File: config.mk
export PLATFORM = sky130hd
export DESIGN_NAME = safe_access_arbiter
export DESIGN_NICKNAME = d
export VERILOG_FILES = /design/src/rtl/safe_access_arbiter.sv
export SDC_FILE = /design/constraint.sdc
export NUM_CORES = 1
export LEC_CHECK = 0
export CORE_ASPECT_RATIO = 0.7
export CORE_UTILIZATION = 40
export CTS_CLUSTER_SIZE = 28
export DETAILED_ROUTE_END_ITERATION = 10
export PLACE_DENSITY = 0.8
export SYNTH_ARGS = -nofsm -noshare
export SYNTH_HDL_FRONTEND = slang
export SYNTH_SLANG_ARGS = --single-unit
File: constraint.sdc
create_clock -name clk -period 2.5 [get_ports clk]
set_input_delay 0.5 -clock clk [delete_from_list [all_inputs] [get_ports clk]]
set_output_delay 0.5 -clock clk [all_outputs]
set_load 0.01 [all_outputs]
File: src/rtl/safe_access_arbiter.sv
// Round-robin arbiter sharing one digital_safe code-entry port between N_REQ keypad requesters.
// Holds the granted code on the safe for EVAL_CYCLES, returns the sampled result, and enforces a post-alert lockout.
module safe_access_arbiter #(
    parameter int N_REQ          = 2,
    parameter int CODE_W         = 32,
    parameter int EVAL_CYCLES    = 2,
    parameter int LOCKOUT_CYCLES = 16
) (
    input  logic                    clk,
    input  logic                    rst,
    input  logic [N_REQ-1:0]        req_valid,
    input  logic [N_REQ*CODE_W-1:0] req_code,
    output logic [N_REQ-1:0]        req_ready,
    output logic [N_REQ-1:0]        resp_valid,
    output logic                    resp_unlocked,
    output logic                    resp_alert,
    output logic [CODE_W-1:0]       safe_code,
    input  logic                    safe_unlocked,
    input  logic                    safe_alert,
    output logic                    busy,
    output logic                    locked_out
);

    localparam int PTR_W   = $clog2(N_REQ);
    localparam int CNT_MAX = (EVAL_CYCLES > LOCKOUT_CYCLES) ? EVAL_CYCLES : LOCKOUT_CYCLES;
    localparam int CNT_W   = $clog2(CNT_MAX + 1);

    localparam logic [CNT_W-1:0] EVAL_LD = CNT_W'(EVAL_CYCLES);
    localparam logic [CNT_W-1:0] LOCK_LD = CNT_W'(LOCKOUT_CYCLES);
    localparam logic [CNT_W-1:0] CNT_ONE = CNT_W'(1);
    localparam logic [PTR_W:0]   N_EXT   = (PTR_W+1)'(N_REQ);

    typedef enum logic [1:0] {
        IDLE    = 2'd0,
        DRIVE   = 2'd1,
        RESP    = 2'd2,
        LOCKOUT = 2'd3
    } state_t;

    state_t              state_q, state_d;
    logic [PTR_W-1:0]    rr_ptr_q, rr_ptr_d;
    logic [PTR_W-1:0]    grant_q, grant_d;
    logic [CNT_W-1:0]    cnt_q, cnt_d;
    logic [CODE_W-1:0]   code_q, code_d;
    logic                unl_q, unl_d;
    logic                alr_q, alr_d;

    logic                found;
    logic [PTR_W-1:0]    winner;
    logic [PTR_W:0]      probe;
    logic [PTR_W:0]      next_ptr;

    // Search downward so the candidate closest to rr_ptr is the last one written.
    always_comb begin
        found  = 1'b0;
        winner = '0;
        probe  = '0;
        for (int k = N_REQ - 1; k >= 0; k--) begin
            probe = {1'b0, rr_ptr_q} + (PTR_W+1)'(k);
            if (probe >= N_EXT) probe = probe - N_EXT;
            if (req_valid[probe[PTR_W-1:0]]) begin
                found  = 1'b1;
                winner = probe[PTR_W-1:0];
            end
        end
    end

    always_comb begin
        next_ptr = {1'b0, winner} + (PTR_W+1)'(1);
        if (next_ptr == N_EXT) next_ptr = '0;
    end

    always_comb begin
        state_d    = state_q;
        rr_ptr_d   = rr_ptr_q;
        grant_d    = grant_q;
        cnt_d      = cnt_q;
        code_d     = code_q;
        unl_d      = unl_q;
        alr_d      = alr_q;
        req_ready  = '0;
        resp_valid = '0;
        safe_code  = '0;
        busy       = 1'b1;
        locked_out = 1'b0;

        unique case (state_q)
            IDLE: begin
                busy = 1'b0;
                // Handshake is suppressed while rst is high so no code is taken on a reset edge.
                if (found && !rst) begin
                    req_ready[winner] = 1'b1;
                    grant_d  = winner;
                    code_d   = req_code[winner*CODE_W +: CODE_W];
                    rr_ptr_d = next_ptr[PTR_W-1:0];
                    cnt_d    = EVAL_LD;
                    state_d  = DRIVE;
                end
            end
            DRIVE: begin
                safe_code = code_q;
                cnt_d     = cnt_q - CNT_ONE;
                if (cnt_q == CNT_ONE) begin
                    unl_d   = safe_unlocked;
                    alr_d   = safe_alert;
                    state_d = RESP;
                end
            end
            RESP: begin
                resp_valid[grant_q] = 1'b1;
                if (alr_q) begin
                    cnt_d   = LOCK_LD;
                    state_d = LOCKOUT;
                end else begin
                    state_d = IDLE;
                end
            end
            LOCKOUT: begin
                locked_out = 1'b1;
                cnt_d      = cnt_q - CNT_ONE;
                if (cnt_q == CNT_ONE) state_d = IDLE;
            end
            default: state_d = IDLE;
        endcase
    end

    assign resp_unlocked = unl_q;
    assign resp_alert    = alr_q;

    always_ff @(posedge clk) begin
        if (rst) begin
            state_q  <= IDLE;
            rr_ptr_q <= '0;
            grant_q  <= '0;
            cnt_q    <= '0;
            code_q   <= '0;
            unl_q    <= 1'b0;
            alr_q    <= 1'b0;
        end else begin
            state_q  <= state_d;
            rr_ptr_q <= rr_ptr_d;
            grant_q  <= grant_d;
            cnt_q    <= cnt_d;
            code_q   <= code_d;
            unl_q    <= unl_d;
            alr_q    <= alr_d;
        end
    end

    a_ready_onehot: assert property (@(posedge clk) disable iff (rst) $onehot0(req_ready));
    a_resp_onehot:  assert property (@(posedge clk) disable iff (rst) $onehot0(resp_valid));

endmodule

==> flow_metrics.tcl, run 1 <==
set metrics [dict create \
    run_status "complete, no violations" \
    gp_congestion 0.795 \
    setup_viol 0 \
    numCtsBuffers 5 \
    worst_pin_slew_ns 0.667 \
    worstSetupStartpoint "req_valid[0]" \
    crit_type "in2out" \
    grt_pass1_wl_mm 12.2 \
    slew_viol_final 0 \
    p_per_area_nw_per_um2 490 \
    start_kind "input pin" \
    rows 24 \
    grt_pass1_vias 2503 \
    drc 0 \
    ir_drop_mv 0.318 \
    cp_max_fo 4 \
    async_flop_share_pct 0 \
    synth_edf_count 0 \
    grt_max_degree 46 \
    hold_ws_ns 0.528 \
    yosys.area.top_type_share_pct 32.1 \
    dp_hpwl_mm 5.16 \
    ant_nets 0 \
    crit_buf_inv 2 \
    antenna_found_initial 0 \
    synth_most_common_cell "dfxtp_1" \
    syn_to_final_growth_pct 46.9 \
    drt-wirelength-per-cell_um 15.6 \
    maxCapViolations 0 \
    crit_chain "clkdlybuf4s50_1 -> nor2b_4 -> nor2_1 -> nor2_1 -> clkdlybuf4s50_1" \
    postSynthAreaPerCell_um2 9.06 \
    drt_iter0_drc 104 \
    fin_crit_sh_pct 96.5 \
    syn-instance-count 296 \
    synthDistinctLibCells 38 \
    vias_per_cell 5.44 \
    ys_seq_area_share_pct 32.1 \
    post_cts_buffers 0 \
    max_slew_margin_pct 55.5 \
    min_path_type "reg2reg" \
    clkSinkCount 43 \
    synthTopCellsByArea "dfxtp_1, a311oi_2, nand3b_1" \
    finalHoldViolations 0 \
    track_usage_pct 21.6 \
    place_area_um2 3820 \
    cp_top_family "buffers and inverters" \
    antennaDiodeCount 0 \
    chipWidth_um 99.9 \
    setup_tns_ns 0 \
    clock_skew_ns 0.00242 \
    vias 2616 \
    firstDrtPassIters 4 \
    crit_path_max_incr_delay_ns 0.54 \
    cp-end-kind "primary output" \
    clock_path_buffers 2 \
    nFillCells 542 \
    required_ns 2.00 \
    port_buffers 109 \
    synth_top_cells_by_count "dfxtp_1, a21oi_1, nand3b_1, and2_1, o21ai_0" \
    start_util_pct 42.3 \
    syn_area_um2 2680 \
    fin_crit_ns 2.41 \
    rsz0062_at_grt "no" \
    gr-total-overflow 0 \
    fmax_mhz 414 \
    yosysWarnings 0 \
    synth_top_cell_by_area "dfxtp_1" \
    io_pins 110 \
    cts_tree "done" \
    leakagePower_nw 1.33 \
    crit_arrival_ns 1.91 \
    synth_ff_type "dfxtp_1" \
    cts.clk_slew.worst_paths_ns 0.08 \
    fin_nets 461 \
    die_area_um2 7040 \
    core_um2 6340 \
    synth_seq_cells 43 \
    drive_above_1_share_pct 15.9 \
    cts-hold-fix-buffers 0 \
    timing.rr.start "state_q[0]" \
    cp_slowest_cell "clkdlybuf4s50_1" \
    die_h_um 70.5 \
    ctsRootBufferMaster "clkbuf_8" \
    h-tree-depth 2 \
    syn_nets 368 \
    finalInstanceArea_um2 3940 \
    wl_mm 7.48 \
    hold_start "resp_unlocked" \
    clk_latency_ns 0.28 \
]
-- timing repair --
item,in CTS,in global routing
endpoints found under the hold margin,0,0
endpoints found under the setup margin,0,1
resized for setup,0,1
-- power by group --
part	switching (mW)	internal [mW]	total (mW)
clock network	0.233	0.323	0.556
registers	0.0378	0.750	0.788
logic	0.278	0.310	0.588
total	0.549	1.38	1.93
-- layout make-up --
| class | count | area [um^2] | share of cell area [%] |
|---|---|---|---|
| sequential | 43 | 861 | 21.8 |
| clock buffer | 6 | 82.6 | 2.10 |
| inverter | 5 | 18.8 | 0.476 |
| multi-input combinational | 212 | 1620 | 41.1 |
| clock inverter | 2 | 35.0 | 0.889 |
| timing repair buffer | 122 | 1210 | 30.7 |
| tap | 91 | 114 | 2.89 |
-- registers in the layout, indices dropped and copies added, names as in the netlist --
name	count
code_q	32
cnt_q	5
state_q	2
grant_q	1
resp_alert	1
resp_unlocked	1
rr_ptr_q	1
-- final timing paths --
check                   to  slack [ns]  depth (start not counted)
max reg2reg      code_q[2]        0.69                          6
min          resp_unlocked        0.53                          2
max           req_ready[0]        0.09                          5
min reg2reg  resp_unlocked        0.53                          2
-- metal layers --
layer / vias to the layer above / GRT usage, % / share of wire, %
met2: 75 / 33.7 / 45
met4: 0 / 3.92 / 0.47
met1: 1262 / 31.1 / 50
li1: 1277 / - / -
met3: 2 / 4.30 / 5.0
met5: - / 0 / 0
-- stage by stage --
stage | utilization, % | power (mW) | cells | setup slack (ns)
finish | 62.2 | 1.93 | 481 | 0.0864
global route | 62.2 | 2.03 | 481 | 0.0152
CTS | 62.1 | 1.95 | 481 | 0.0518
detailed placement | 60.3 | 1.39 | 473 | 0.0522
global placement | 60.3 | 1.38 | 473 | 0.0752
floorplan | - | 1.16 | 296 | 0.565
-- worst reg2reg max path, delay by kind of cell, from the launching register on --
family / cells / cell delay (ns)
AO/OA/AOI/OAI: 1 / 0.11
buffers and inverters: 3 / 0.75
AND/OR/NAND/NOR: 2 / 0.50
flip-flops: 1 / 0.31
-- cells in the final DEF, fill, tap and decap left out, types with 2 or more instances in the layout --
master	netlist	layout
a211oi_1	3	3
a21bo_2	2	2
a21o_1	2	2
a21oi_1	40	40
a311oi_1	3	3
a311oi_2	30	30
and2_1	33	33
buf_12	0	2
buf_4	1	11
clkbuf_8	0	6
clkdlybuf4s50_1	0	107
dfxtp_1	43	43
ha_1	2	2
inv_1	4	4
nand2_1	2	2
nand2b_1	2	2
nand3_1	2	2
nand3b_1	36	36
nor2_1	2	2
nor3b_1	2	2
o21ai_0	32	32
o21ai_1	2	2
o31ai_1	3	3
xnor2_1	2	2
-- cells by family (layout without fill, tap and decap cells) --
logic type	Yosys count	after routing	synth area share, %
AOI/OAI and AO/OA	119	119	35.2
DFF	43	43	32.1
adders and majority gates	2	2	0.933
xor gates and xnor gates	3	3	0.980
and+or+nand+nor	88	88	23.1
buffers and inverters	41	135	7.70
Note: power is estimated with default switching activity, not from simulation.
==> run 2, diff against run 1 <==
==> constraint.sdc (replaced) <==
create_clock -name clk -period 2.5 [get_ports clk]
set_input_delay 0.5 -clock clk [delete_from_list [all_inputs] [get_ports clk]]
set_output_delay 0.5 -clock clk [all_outputs]
set_load 0.05 [all_outputs]
==> run 2 against run 1 <==
Against the previous run:
- final cell count grew 0.21%
- flip-flop and latch count is the same
- critical path depth down 3
- critical endpoint is now resp_valid[0]
- highest routed layer unchanged
==> flow_metrics.tcl, run 2 (synthesis results as in run 1) <==
set metrics [dict create \
    run_status "complete, no violations" \
    antenna_found_initial 0 \
    vias_per_cell 5.40 \
    power.internal_mw 1.35 \
    grt_pass1_wl_mm 12.3 \
    fin_crit_sh_pct 92.1 \
    io_pins 110 \
    switching_share_pct 32.2 \
    cp_max_fo 6 \
    fin_nets 462 \
    dp_hpwl_mm 5.28 \
    leakagePower_nw 1.47 \
    drt-wirelength-per-cell_um 15.9 \
    cp_top_family "buffers and inverters" \
    nFillCells 502 \
    port_buffers 109 \
    cts_resized 0 \
    drive_above_1_share_pct 25.1 \
    slew_viol_final 0 \
    clk_latency_ns 0.29 \
    cts-hold-fix-buffers 0 \
    firstDrtPassIters 4 \
    grt_pass1_vias 2525 \
    largest_reg_flops 32 \
    cts_tree "done" \
    die_h_um 70.5 \
    required_ns 2.00 \
    track_usage_pct 22.1 \
    cts.clk_slew.worst_paths_ns 0.08 \
    crit_path_max_incr_delay_ns 0.83 \
    mostFrequentLayoutCell "clkdlybuf4s50_1" \
    clkSinkCount 43 \
    min_path_type "reg2reg" \
    cp_slowest_cell "clkdlybuf4s50_1" \
    maxCapViolations 0 \
    finalHoldViolations 0 \
    setup_viol 0 \
    wl_mm 7.65 \
    die_area_um2 7040 \
    core_um2 6340 \
    syn_to_final_growth_pct 58.0 \
    setup_tns_ns 0 \
    gr-total-overflow 0 \
    rows 24 \
    rsz0062_at_grt "no" \
    h-tree-depth 2 \
    totalPowerFinal_mw 1.99 \
    reg_top3 "code_q: 32 flops, cnt_q: 5 flops, state_q: 2 flops" \
    antennaDiodeCount 0 \
    fin_crit_ns 2.30 \
    numCtsBuffers 5 \
    layout_common_cells "clkdlybuf4s50_1, dfxtp_1, a21oi_1" \
    cp-end-kind "primary output" \
    vias 2601 \
    switching_power_mw 0.641 \
    start_util_pct 42.3 \
    fmax_mhz 434 \
    post_cts_buffers 0 \
    top_register "code_q" \
    crit_chain "nor3b_1 -> clkdlybuf4s50_1" \
    ir_drop_mv 0.219 \
    drt_iter0_drc 129 \
    drc 0 \
    crit_type "reg2out" \
    p_per_area_nw_per_um2 469 \
    clockPowerShare_pct 24.6 \
    chipWidth_um 99.9 \
    gp_congestion 0.800 \
    clock_skew_ns 0.00315 \
    start_kind "register" \
    max_slew_margin_pct 55.4 \
    sequentialPowerShare_pct 39.6 \
    crit_arrival_ns 1.80 \
    clock_path_buffers 2 \
    worst_pin_slew_ns 0.669 \
    crit_buf_inv 1 \
    ant_nets 0 \
    grt_max_degree 46 \
    combPwrFrac_pct 35.8 \
    ctsRootBufferMaster "clkbuf_8" \
]
[run 2: final cells by class]
type	count	area, um^2	share of cell area, %
repair buffers	123	1530	36.0
flip-flops and latches	43	861	20.3
clock buffers	8	100	2.36
well taps	91	114	2.69
multi-input cells	212	1620	38.2
inverters	5	18.8	0.443
[run 2: worst reg2reg max path: cells and delay by family (launching register included)]
family          cells  cell delay, ns
simple gates        2            0.80
flops               1            0.38
buf+inv             1            0.29
compound gates      1            0.21
[run 2: stage by stage]
stage,cells,utilization (%),setup WS (ns),instance area (um^2),hold slack (ns)
after floorplan,296,-,0.0784,2680,0.488
after global placement,474,65.3,0.309,4140,0.468
after detailed placement,474,65.3,0.279,4140,0.503
after CTS,482,66.9,0.192,4240,0.514
after global routing,482,66.9,0.102,4240,0.536
final,482,66.9,0.198,4240,0.507
[run 2: final timing paths]
path / startpoint / end / slack (ns) / depth (start not counted)
setup reg to reg: state_q[0] / code_q[28] / 0.67 / 4
setup / recovery: state_q[1] / resp_valid[0] / 0.20 / 2
hold reg to reg: resp_unlocked / resp_unlocked / 0.51 / 2
hold / removal: resp_unlocked / resp_unlocked / 0.51 / 2
[run 2: metal layers]
layer  global-route usage, %  wire length (um)
met1                    29.8              3570
met2                    34.9              3380
met3                    5.91               592
met4                    5.88               111
met5                       0                 0
[run 2: power groups by stage]
stage	logic (mW)	clock network, mW	registers [mW]
floorplan	0.440	0	0.792
global placement	0.698	0	0.800
detailed placement	0.712	0	0.803
CTS	0.714	0.499	0.788
global route	0.761	0.532	0.797
finish	0.712	0.489	0.788
==> run 3, diff against run 2 <==
--- a/config.mk
+++ b/config.mk
@@ -6,10 +6,10 @@
 export NUM_CORES = 1
 export LEC_CHECK = 0
 export CORE_ASPECT_RATIO = 0.7
-export CORE_UTILIZATION = 40
+export CORE_UTILIZATION = 43
 export CTS_CLUSTER_SIZE = 28
 export DETAILED_ROUTE_END_ITERATION = 10
-export PLACE_DENSITY = 0.8
+export PLACE_DENSITY = 0.85
 export SYNTH_ARGS = -nofsm -noshare
 export SYNTH_HDL_FRONTEND = slang
 export SYNTH_SLANG_ARGS = --single-unit
==> constraint.sdc (replaced) <==
create_clock -name clk -period 2.45 [get_ports clk]
set_input_delay 0.49 -clock clk [delete_from_list [all_inputs] [get_ports clk]]
set_output_delay 0.49 -clock clk [all_outputs]
set_load 0.05 [all_outputs]
==> run 3 against run 2 <==
Against the previous run:
- combinational power rose by 2%
- design area is 0.83% lower
- hold slack lost 0.024 ns
- critical path depth up 3
- worst setup slack gained 0.042 ns
- final cell count is 3.5% lower
- utilization grew 4.7 points
- critical endpoint is now req_ready[0]
- via count is 1.3% higher
- sequential power increased by 2%
- power fell by 2.5%
- die area shrank 6.8%
==> flow_metrics.tcl, run 3 (synthesis results as in run 1) <==
set metrics [dict create \
    run_status "complete, no violations" \
    antennaDiodeCount 0 \
    required_ns 1.96 \
    grt_pass1_wl_mm 11.6 \
    p_per_area_nw_per_um2 461 \
    place_area_um2 4130 \
    setup_viol 0 \
    crit_arrival_ns 1.72 \
    drive_above_1_share_pct 24.4 \
    cts_tree "done" \
    dr_wl_met2_mm 3.66 \
    rows 23 \
    fin_ws_ns 0.241 \
    maxCapViolations 0 \
    fin_nets 463 \
    fmax_mhz 453 \
    track_usage_pct 23.3 \
    start_kind "input pin" \
    crit_type "in2out" \
    cts_resized 0 \
    vias_per_cell 5.67 \
    setup_tns_ns 0 \
    cp_max_fo 5 \
    reg_top3 "code_q: 32 flops, cnt_q: 5 flops, state_q: 2 flops" \
    die_area_um2 6560 \
    cts-hold-fix-buffers 0 \
    r2r_slack_ns 0.47 \
    wl_met3_um 623 \
    grt_max_degree 46 \
    clock_skew_ns 0.00505 \
    top_register "code_q" \
    nFillCells 444 \
    antenna_found_initial 0 \
    grt_pass1_vias 2493 \
    min_path_type "reg2reg" \
    finalHoldViolations 0 \
    dp_hpwl_mm 5.52 \
    chipWidth_um 96.4 \
    drt-wirelength-per-cell_um 16.2 \
    syn_to_final_growth_pct 56.7 \
    clock_path_buffers 2 \
    clk_latency_ns 0.29 \
    max_slew_margin_pct 56.9 \
    hold_start "resp_unlocked" \
    vias 2635 \
    gr-total-overflow 0 \
    r2r_end "code_q[5]" \
    top_layer "met4" \
    ir_drop_mv 0.235 \
    layout_common_cells "clkdlybuf4s50_1, dfxtp_1, a21oi_1" \
    port_buffers 109 \
    hold_ws_ns 0.483 \
    wl_met1_mm 3.17 \
    rsz0062_at_grt "no" \
    h-tree-depth 2 \
    worstRegToRegCells 5 \
    gp_congestion 0.783 \
    die_h_um 68.1 \
    pre_cts_slack_ns 0.111 \
    worst_pin_slew_ns 0.647 \
    whs_path_depth 2 \
    ctsRootBufferMaster "clkbuf_8" \
    ant_nets 0 \
    fin_crit_sh_pct 90.2 \
    start_util_pct 45.7 \
    post_cts_buffers 0 \
    largest_reg_flops 32 \
    finalInstanceArea_um2 4200 \
    cts.clk_slew.worst_paths_ns 0.07 \
    numCtsBuffers 5 \
    cp-end-kind "primary output" \
    drt_iter0_drc 132 \
    timing.rr.start "state_q[0]" \
    io_pins 110 \
    wl_mm 7.54 \
    mostFrequentLayoutCell "clkdlybuf4s50_1" \
    slew_viol_final 0 \
    firstDrtPassIters 4 \
    drc 0 \
    leakagePower_nw 1.46 \
    fin_crit_ns 2.21 \
    core_um2 5870 \
    hold_end "resp_unlocked" \
    clkSinkCount 43 \
]
-- run 3: layout make-up --
class,count,area (um^2),share of cell area [%]
Tap cell,75,93.8,2.23
Sequential cell,43,861,20.5
Timing Repair Buffer,124,1540,36.6
Multi-Input combinational cell,212,1620,38.5
Clock buffer,6,72.6,1.73
Inverter,5,18.8,0.447
-- run 3: worst max path at each step --
stage	start	endpoint	slack [ns]
after floorplan	rst	req_ready[0]	0.05
after global placement	req_valid[1]	code_q[0]	0.21
after detailed placement	req_valid[1]	code_q[0]	0.11
after CTS	state_q[1]	resp_valid[0]	0.22
after global routing	state_q[1]	resp_valid[0]	0.15
final	req_valid[1]	req_ready[0]	0.24
-- run 3: routing by layer --
metal	track usage (%)	vias to the layer above
li1	-	1287
met1	27.2	1241
met2	41.8	100
met3	7.00	7
met4	6.43	0
met5	0	-
-- run 3: worst max-delay path, cell delays in order --
cell	delay, ns
clkdlybuf4s50_1	0.56
or2_1	0.20
nand2_1	0.09
nor2_1	0.21
buf_12	0.17
-- run 3: power breakdown --
| group | internal, mW | switching, mW |
|---|---|---|
| logic | 0.355 | 0.371 |
| clock network | 0.190 | 0.219 |
| registers | 0.766 | 0.0381 |
-- run 3: stage by stage --
step / power (mW) / std cells / util, %
3_5_place_dp: 1.55 / 459 / 70.4
3_3_place_gp: 1.53 / 459 / 70.4
2_1_floorplan: 1.26 / 296 / -
4_1_cts: 1.95 / 465 / 71.6
6_report: 1.94 / 465 / 71.6
5_1_grt: 2.04 / 465 / 71.6
